===== config.mk =====
export PLATFORM = sky130hd
export DESIGN_NAME = thermostat_mode_fsm
export DESIGN_NICKNAME = d
export VERILOG_FILES = /design/src/rtl/thermostat_mode_fsm.sv
export SDC_FILE = /design/constraint.sdc
export NUM_CORES = 1
export LEC_CHECK = 0
export ABC_AREA = 1
export BUFFER_PORTS_ARGS = -buffer_cell sky130_fd_sc_hd__buf_2
export CAP_MARGIN = 5
export CORE_AREA = 2 2 69 71
export CTS_CLUSTER_SIZE = 25
export DETAILED_ROUTE_END_ITERATION = 10
export DIE_AREA = 0 0 71 73
export PLACE_DENSITY = 0.82
export SYNTH_ARGS = -nofsm -noshare
export SYNTH_HDL_FRONTEND = slang
export SYNTH_SLANG_ARGS = --single-unit

===== constraint.sdc =====
create_clock -name clk -period 4.15 [get_ports clk]
set_input_delay 0.6225 -clock clk [delete_from_list [all_inputs] [get_ports clk]]
set_output_delay 0.6225 -clock clk [all_outputs]
set_load 0.01 [all_outputs]

===== src/rtl/thermostat_mode_fsm.sv =====
// Thermostat mode controller: registers set-point/sensor inputs and runs an
// OFF/IDLE/HEAT/COOL state machine with hysteresis, minimum dwell and blink.
module thermostat_mode_fsm #(
  parameter int TEMP_W    = 7,
  parameter int HYST      = 1,
  parameter int MIN_DWELL = 16,
  parameter int BLINK_DIV = 8
) (
  input  logic              clk,
  input  logic              reset,
  input  logic              temp_set,
  input  logic [TEMP_W-1:0] desired_temp,
  input  logic [TEMP_W-1:0] temp_in,
  output logic [2:0]        rgb_out,
  output logic              heat_on,
  output logic              cool_on,
  output logic [1:0]        state_out
);

  typedef enum logic [1:0] {
    ST_OFF  = 2'b00,
    ST_IDLE = 2'b01,
    ST_HEAT = 2'b10,
    ST_COOL = 2'b11
  } state_e;

  localparam int DW = (MIN_DWELL > 1) ? $clog2(MIN_DWELL) : 1;
  localparam int BW = (BLINK_DIV > 1) ? $clog2(BLINK_DIV) : 1;
  localparam logic [DW-1:0]     DWELL_LOAD = DW'(MIN_DWELL - 1);
  localparam logic [BW-1:0]     BLINK_LAST = BW'(BLINK_DIV - 1);
  localparam logic [TEMP_W:0]   HYST_X     = (TEMP_W + 1)'(HYST);

  logic              s_q;
  logic [TEMP_W-1:0] d_q, t_q;
  state_e            state_q, state_d;
  logic [DW-1:0]     dwell_q, dwell_d;
  logic [BW-1:0]     blink_cnt_q, blink_cnt_d;
  logic              phase_q, phase_d;
  logic [2:0]        rgb_q, rgb_d;
  logic              heat_q, heat_d;
  logic              cool_q, cool_d;

  logic heat_req, cool_req, dwell_ok;
  logic heat_req_in, cool_req_in;
  logic entering_timed, leaving_timed;

  // Compares are one bit wider than the temperatures so t + HYST cannot wrap.
  assign heat_req    = {1'b0, d_q} > ({1'b0, t_q} + HYST_X);
  assign cool_req    = {1'b0, t_q} > ({1'b0, d_q} + HYST_X);
  assign heat_req_in = {1'b0, desired_temp} > ({1'b0, temp_in} + HYST_X);
  assign cool_req_in = {1'b0, temp_in} > ({1'b0, desired_temp} + HYST_X);
  assign dwell_ok    = (dwell_q == '0);

  always_comb begin
    state_d = state_q;
    if (!s_q) begin
      state_d = ST_OFF;
    end else begin
      case (state_q)
        ST_OFF:  state_d = ST_IDLE;
        ST_IDLE: begin
          if (dwell_ok && heat_req)      state_d = ST_HEAT;
          else if (dwell_ok && cool_req) state_d = ST_COOL;
        end
        ST_HEAT: if (dwell_ok && (t_q >= d_q)) state_d = ST_IDLE;
        ST_COOL: if (dwell_ok && (t_q <= d_q)) state_d = ST_IDLE;
        default: state_d = ST_OFF;
      endcase
    end
  end

  assign entering_timed = ((state_d == ST_HEAT) || (state_d == ST_COOL)) && (state_d != state_q);
  assign leaving_timed  = (state_d == ST_IDLE) && ((state_q == ST_HEAT) || (state_q == ST_COOL));

  always_comb begin
    dwell_d = '0;
    if (state_d == ST_OFF)                    dwell_d = '0;
    else if (entering_timed || leaving_timed) dwell_d = DWELL_LOAD;
    else if (dwell_q != '0)                   dwell_d = dwell_q - DW'(1);
  end

  always_comb begin
    blink_cnt_d = blink_cnt_q + BW'(1);
    phase_d     = phase_q;
    if (blink_cnt_q == BLINK_LAST) begin
      blink_cnt_d = '0;
      phase_d     = ~phase_q;
    end
  end

  // Outputs are registered from the next-state values so they track the state
  // register exactly while still clearing asynchronously on reset.
  always_comb begin
    rgb_d  = 3'b010;
    heat_d = 1'b0;
    cool_d = 1'b0;
    case (state_d)
      ST_IDLE: begin
        if (heat_req_in && (dwell_d != '0))      rgb_d = phase_d ? 3'b100 : 3'b010;
        else if (cool_req_in && (dwell_d != '0)) rgb_d = phase_d ? 3'b001 : 3'b010;
      end
      ST_HEAT: begin
        rgb_d  = 3'b100;
        heat_d = 1'b1;
      end
      ST_COOL: begin
        rgb_d  = 3'b001;
        cool_d = 1'b1;
      end
      default: rgb_d = 3'b010;
    endcase
  end

  always_ff @(posedge clk or posedge reset) begin
    if (reset) begin
      s_q         <= 1'b0;
      d_q         <= '0;
      t_q         <= '0;
      state_q     <= ST_OFF;
      dwell_q     <= '0;
      blink_cnt_q <= '0;
      phase_q     <= 1'b0;
      rgb_q       <= 3'b000;
      heat_q      <= 1'b0;
      cool_q      <= 1'b0;
    end else begin
      s_q         <= temp_set;
      d_q         <= desired_temp;
      t_q         <= temp_in;
      state_q     <= state_d;
      dwell_q     <= dwell_d;
      blink_cnt_q <= blink_cnt_d;
      phase_q     <= phase_d;
      rgb_q       <= rgb_d;
      heat_q      <= heat_d;
      cool_q      <= cool_d;
    end
  end

  assign rgb_out   = rgb_q;
  assign heat_on   = heat_q;
  assign cool_on   = cool_q;
  assign state_out = state_q;

endmodule


Word level (Yosys, flattened, before mapping):

Index checks and enable logic that the tools add are counted.

* output and inout bits: 7
* input bits: 17
* bits in registers: 30
* word-level logic and storage cells: 65

* muxes and demuxes: 18
* bitwise logic cells: 1
* reduce and logical (&&, ||, !) cells: 16
* magnitude comparators: 6
* equal/unequal tests: 8
* add/subtract/negate cells: 6

Operators with widths (count)
* $add A7 B1 Y8 const B: 4
* $gt A7 B8 Y1: 4
* $mux W2: 7
* $mux W4: 3
* $mux W3: 3
* $pmux W3 S3: 1
* $eq A2 B2 Y1 const B: 4
* $logic_and A1 B1 Y1: 8
* $pmux W2 S4: 1
* $reduce_bool A4 Y1: 2
* $ge A7 B7 Y1: 1
* $le A7 B7 Y1: 1
* $eq A2 B1 Y1 const B: 2
* $logic_not A2 Y1: 2
* $logic_not A4 Y1: 1
* $sub A4 B1 Y4 const B: 1
* $add A3 B1 Y3 const B: 1
* $eq A3 B3 Y1 const B: 1
* $logic_or A1 B1 Y1: 3
* $mux W1: 3
* $ne A2 B2 Y1: 1
* $not A1 Y1: 1

Logic depth before layout (Yosys ltp):

* depth after elaboration: 18
* depth in mapped cells: 23
* mapped depth without buffers: 23

Worst setup path after synthesis:

Ideal clock, no wire load.

* path kind: reg2reg
* start: register t_q[1]
* end: register rgb_q[0], in the netlist rgb_out[0]
* path buffers: 0
* stages on the path, launching flop included: 19
* arrival: 2358 ps
* setup time: 118 ps
* clock period less this slack: 2476 ps
* slack: 1674 ps
* data required time: 4032 ps
* path through: dfrtp_1 ha_1 nand3_1 nor3b_1 xor2_1 ha_1 nand3b_1 nand2_1 nor2_1 nand2_1 nand2_1 nand2_2 nand4_1 nand3_1 nand2_1 nand2_1 nor2_1 nand3b_1 nand2_1

* cells in the longest elaborated chain, start to end: 17
* elaborated cells between the ends (all ways): 32
* classes of those cells: 1 x add/sub; 4 x order compare; 4 x eq/ne; 11 x mux; 12 x reduce/logical

RTL lines
* start, declared: RTL line 34 `logic [TEMP_W-1:0] d_q, t_q;`
* start signal, assigned: RTL line 129 `t_q <= temp_in;`
* $add A7 B1 Y8 or $gt A7 B8 Y1 (tied branches): RTL line 48, 49
* $gt A7 B8 Y1 or $logic_and A1 B1 Y1 (tied branches): RTL line 48, 63
* $logic_and A1 B1 Y1 or $mux W2 (tied branches): RTL line 62, 63
* $mux W2: RTL line 62 `if (dwell_ok && heat_req) state_d = ST_HEAT;`
* $pmux W2 S4 *: RTL line 59 `case (state_q)`
* $mux W2 *: RTL line 56 `if (!s_q) begin`
* $eq A2 B2 Y1: RTL line 72, 97
* $logic_or A1 B1 Y1: RTL line 72 `assign entering_timed = ((state_d == ST_HEAT) || (state_d == ST_COOL)) && (state_d != state_q);`
* (+2 left out)
* $mux W4: RTL line 78 `else if (entering_timed || leaving_timed) dwell_d = DWELL_LOAD;`
* $mux W4: RTL line 77 `if (state_d == ST_OFF) dwell_d = '0;`
* $reduce_bool A4 Y1: RTL line 99, 100
* $logic_and A1 B1 Y1: RTL line 100 `else if (cool_req_in && (dwell_d != '0)) rgb_d = phase_d ? 3'b001 : 3'b010;`
* $mux W2: RTL line 100
* $mux W3: RTL line 99 `if (heat_req_in && (dwell_d != '0)) rgb_d = phase_d ? 3'b100 : 3'b010;`
* $pmux W3 S3 *: RTL line 97 `case (state_d)`
* named net rgb_d[0]: RTL line 39 `logic [2:0] rgb_q, rgb_d;`
* end signal, assigned: RTL line 134 `rgb_q <= rgb_d;`
* end, declared: RTL line 39

The timed path passes the listed nets; every way through them passes the cells marked *.

Worst setup path after layout:

Same ends and word-level chain as after synthesis.

==> impl_table.tex <==
\begin{tabular}{lr}
\hline
Metric & Value \\
\hline
\multicolumn{2}{l}{\textbf{Floorplan}} \\
Die X & 71 um \\
Die Span Y & 73 um \\
Total core area & 4536 sq um \\
I/O pin count & 24 \\
Starting density of the core & 0.5164 \\
Num rows & 25 \\
Total die area & 5183 sq um \\
\multicolumn{2}{l}{\textbf{Route}} \\
Post-Route WL & 4.327 mm \\
Wirelength per Cell & 11.45 um \\
Via total after detailed routing & 1919 \\
First-pass DRT Iterations & 4 \\
DRC violations left & 0 \\
Via density per instance & 5.077 \\
Starting DRT DRC Count & 40 \\
ANT nets after route & 0 \\
\multicolumn{2}{l}{\textbf{Logic synthesis}} \\
Sequential fraction of the synthesis area & 0.3205 \\
Largest cells by area after synthesis & sky130\_fd\_sc\_hd\_\_dfrtp\_1 32\%, sky130\_fd\_sc\_hd\_\_ha\_1 21\%, sky130\_fd\_sc\_hd\_\_nand2\_1 10\%, sky130\_fd\_sc\_hd\_\_inv\_1 7.5\%, sky130\_fd\_sc\_hd\_\_xor2\_1 4.9\% \\
Syn\_nets & 349 \\
Fraction of synthesized cell area taken by the top area cell type & 0.3205 \\
Seq cells post-synth & 30 \\
Synthesized area divided by synthesized cell count & 7.994 sq um \\
Cell area after technology mapping & 2342 sq um \\
Post-synthesis cell count & 293 \\
Library cell occupying the most area in the post-synthesis netlist & sky130\_fd\_sc\_hd\_\_dfrtp\_1 \\
Synth warn & 0 \\
Library cells used by synthesis & 26 \\
\multicolumn{2}{l}{\textbf{STA}} \\
Max-slew headroom & 0.2957 \\
Final clock skew & 0.008315 ns \\
Setup total negative slack & 0 ns \\
Final setup vio count & 0 \\
Setup repair after global routing missed its margin & false \\
Minimum clock period after layout & 2.797 ns \\
Final period utilization & 0.6739 \\
Final-layout worst hold slack & 0.4309 ns \\
Fmax achieved & 357.6 MHz \\
Final Hold Vio Count & 0 \\
Number of max-slew violations in the final report & 0 \\
Slew at the pin closest to its max-slew limit & 1.055 ns \\
\multicolumn{2}{l}{\textbf{Run}} \\
Max Cap Violations & 0 \\
\multicolumn{2}{l}{\textbf{Global route}} \\
Global-route wire length before repair & 7.748 mm \\
Grt total ovfl & 0 \\
Vias in the first global route & 1900 \\
Antenna violations before repair & 0 \\
Aggregate global-route resource usage & 0.1898 \\
Pin count of the biggest net entering global routing & 31 \\
\multicolumn{2}{l}{\textbf{Clock network}} \\
Post-CTS Repair Setup Buffers & 0 \\
TritonCTS clock tree & built \\
Total number of H-tree levels & 2 \\
Clock-pin slew on the worst setup and hold paths & 0.06 ns \\
Skew-Pair Late Insertion Delay & 0.28 ns \\
Buffer levels on the longest clock path & 2 \\
Root Buffer & sky130\_fd\_sc\_hd\_\_clkbuf\_8 \\
Quantity of hold-fixing buffers added after cts & 0 \\
Post-cts sizing count & 0 \\
Number of clock buffers inserted by TritonCTS & 5 \\
Sink Count & 30 \\
\multicolumn{2}{l}{\textbf{Setup path}} \\
Maximum single-stage delay on the critical path & 0.41 ns \\
Largest fanout of any net on the critical path & 4 \\
Critical path's slowest cell & sky130\_fd\_sc\_hd\_\_dfrtp\_1 \\
Required time reported for the critical path endpoint & 4.32 ns \\
Most Frequent Cell on Critical Path & sky130\_fd\_sc\_hd\_\_nand2\_1 \\
Nature of the critical path endpoint & flop \\
Arrival time of data at the critical path endpoint & 2.97 ns \\
Cell chain of the critical path & ha\_1 -> nand3\_1 -> nor3b\_1 -> xor2\_1 -> ha\_1 -> nand3b\_1 -> nand2\_1 -> nor2\_1 -> nand2\_1 -> nand2\_1 -> nand2\_2 -> nand4\_1 -> nand3\_1 -> nand2\_1 -> nand2\_1 -> nor2\_1 -> nand3b\_1 -> nand2\_1 \\
Sort of element at the start of the critical path & flop \\
Setup Crit Path Kind & flop to flop \\
\multicolumn{2}{l}{\textbf{Cells and area}} \\
Combined area of the multi-input logic cells & 1393 sq um \\
Layout Area Growth over Synthesis & 11.70\% \\
Top library cells by usage in the layout, fill and taps aside & 64 x sky130\_fd\_sc\_hd\_\_nand2\_1, 47 x sky130\_fd\_sc\_hd\_\_inv\_1, 39 x sky130\_fd\_sc\_hd\_\_ha\_1 \\
Sequential cell area in the final layout & 750.7 sq um \\
Fillcell total & 393 \\
Antenna Cells & 0 \\
Ratio of cells with drive above 1 in the final layout & 0.1512 \\
Commonest non-fill, non-tap cell in the layout & sky130\_fd\_sc\_hd\_\_nand2\_1 \\
Total Nets Final & 379 \\
\multicolumn{2}{l}{\textbf{Pwr}} \\
Power density cells & 348.1 nW/um\^{}2 \\
Peak supply drop & 0.3217 mV \\
Static Leakage & 1.535 nW \\
\multicolumn{2}{l}{\textbf{Placement}} \\
Hpwl dp & 3.574 mm \\
Buffers added on ports & 23 \\
Final weighted congestion in routability-driven placement & 0.8284 \\
\multicolumn{2}{l}{\textbf{Status}} \\
Run status & finished, final reports clean \\
\multicolumn{2}{l}{\textbf{Hold path}} \\
Min-delay worst type & flop to flop \\
\hline
\end{tabular}
final timing paths:
| kind | slack [ns] | end | from | depth (start not counted) |
|---|---|---|---|---|
| hold / removal | 0.43 | blink_cnt_q[0] | blink_cnt_q[0] | 1 |
| max in group asynchronous | 2.91 | t_q[0] | reset | 2 |
| min in group asynchronous | 0.60 | d_q[6] | reset | 2 |
| hold reg to reg | 0.43 | blink_cnt_q[0] | blink_cnt_q[0] | 1 |
| setup reg to reg | 1.35 | rgb_out[0] | t_q[1] | 18 |
| setup / recovery | 1.35 | rgb_out[0] | t_q[1] | 18 |
kinds of logic (layout without fill, tap and decap cells):
kind of cell | Yosys count | count (layout) | share of synthesized area
AND/OR/NAND/NOR | 126 | 126 | 0.2479
buffers and inverters | 53 | 84 | 0.08494
adder cells (fa/ha/maj) | 39 | 39 | 0.2083
flip-flops | 30 | 30 | 0.3205
AO/OA/AOI/OAI | 26 | 26 | 0.06731
XOR/XNOR | 19 | 19 | 0.07105
flip-flops by register name (all words and copies together), names as in the netlist:
register	flops
state_out	2
rgb_out	3
d_q	7
cool_on	1
phase_q	1
s_q	1
t_q	7
dwell_q	4
blink_cnt_q	3
heat_on	1
critical path: cells and delay by family (launching register included):
family | cells | cell delay (ns)
xor gates and xnor gates | 1 | 0.18
and+or+nand+nor | 15 | 1.62
DFF | 1 | 0.41
adders and majority gates | 2 | 0.46
power breakdown:
| group | switching, mW | total, mW | leakage [nW] | internal [mW] |
|---|---|---|---|---|
| combinational | 0.194 | 0.324 | 1.12 | 0.130 |
| clock | 0.104 | 0.237 | 0.0482 | 0.133 |
| sequential | 0.0266 | 0.350 | 0.371 | 0.323 |
| total | 0.324 | 0.911 | 1.54 | 0.586 |
final cells by class:
type                       count  area share
sequential                    30      0.2869
timing repair buffer          23     0.04400
inverter                      53     0.07604
tap                           54     0.02582
multi-input combinational    210      0.5323
clock inverter                 1    0.001913
clock buffer                   7     0.03300
Yosys cell counts:
cell type and number:
sky130_fd_sc_hd__a21o_1 2, sky130_fd_sc_hd__xor2_1 13, sky130_fd_sc_hd__inv_1 47, sky130_fd_sc_hd__nor2_2 4
sky130_fd_sc_hd__ha_1 39, sky130_fd_sc_hd__o211ai_1 1, sky130_fd_sc_hd__o21bai_1 2, sky130_fd_sc_hd__nand2_4 2
sky130_fd_sc_hd__nand2_2 2, sky130_fd_sc_hd__a31o_2 2, sky130_fd_sc_hd__nand4_1 7, sky130_fd_sc_hd__nor3b_1 1
sky130_fd_sc_hd__nand2_1 64, sky130_fd_sc_hd__nand3_1 16, sky130_fd_sc_hd__nand3_2 1, sky130_fd_sc_hd__or2_2 1
sky130_fd_sc_hd__o21ai_0 8, sky130_fd_sc_hd__a21oi_1 9, sky130_fd_sc_hd__nand3b_1 5, sky130_fd_sc_hd__inv_2 6
sky130_fd_sc_hd__nor2_1 20, sky130_fd_sc_hd__o221ai_1 2, sky130_fd_sc_hd__dfrtp_1 30, sky130_fd_sc_hd__nor3_1 2
sky130_fd_sc_hd__xnor2_1 6, sky130_fd_sc_hd__nor3_2 1
metal layers:
layer  routed length (um)  up-vias  share of wire  global-route usage
met5                    0        -              0                   0
met4                  148        0          0.034              0.1111
met3                   80       10          0.018             0.01657
met2                 2167       28           0.50              0.3406
met1                 1930      873           0.45              0.2214
li1                     -     1008              -                   -
stage by stage:
step / power, mW / instance area (sq um) / std cells / util / worst slack [ns]
floorplan: 0.5971 / 2342 / 293 / - / 1.674
global placement: 0.6688 / 2525 / 370 / 0.5567 / 1.416
detailed placement: 0.6777 / 2525 / 370 / 0.5567 / 1.356
CTS: 0.9216 / 2616 / 378 / 0.5768 / 1.341
global route: 0.9950 / 2616 / 378 / 0.5768 / 0.9052
finish: 0.9108 / 2616 / 378 / 0.5768 / 1.353
Note: power is estimated with default switching activity, not from simulation.
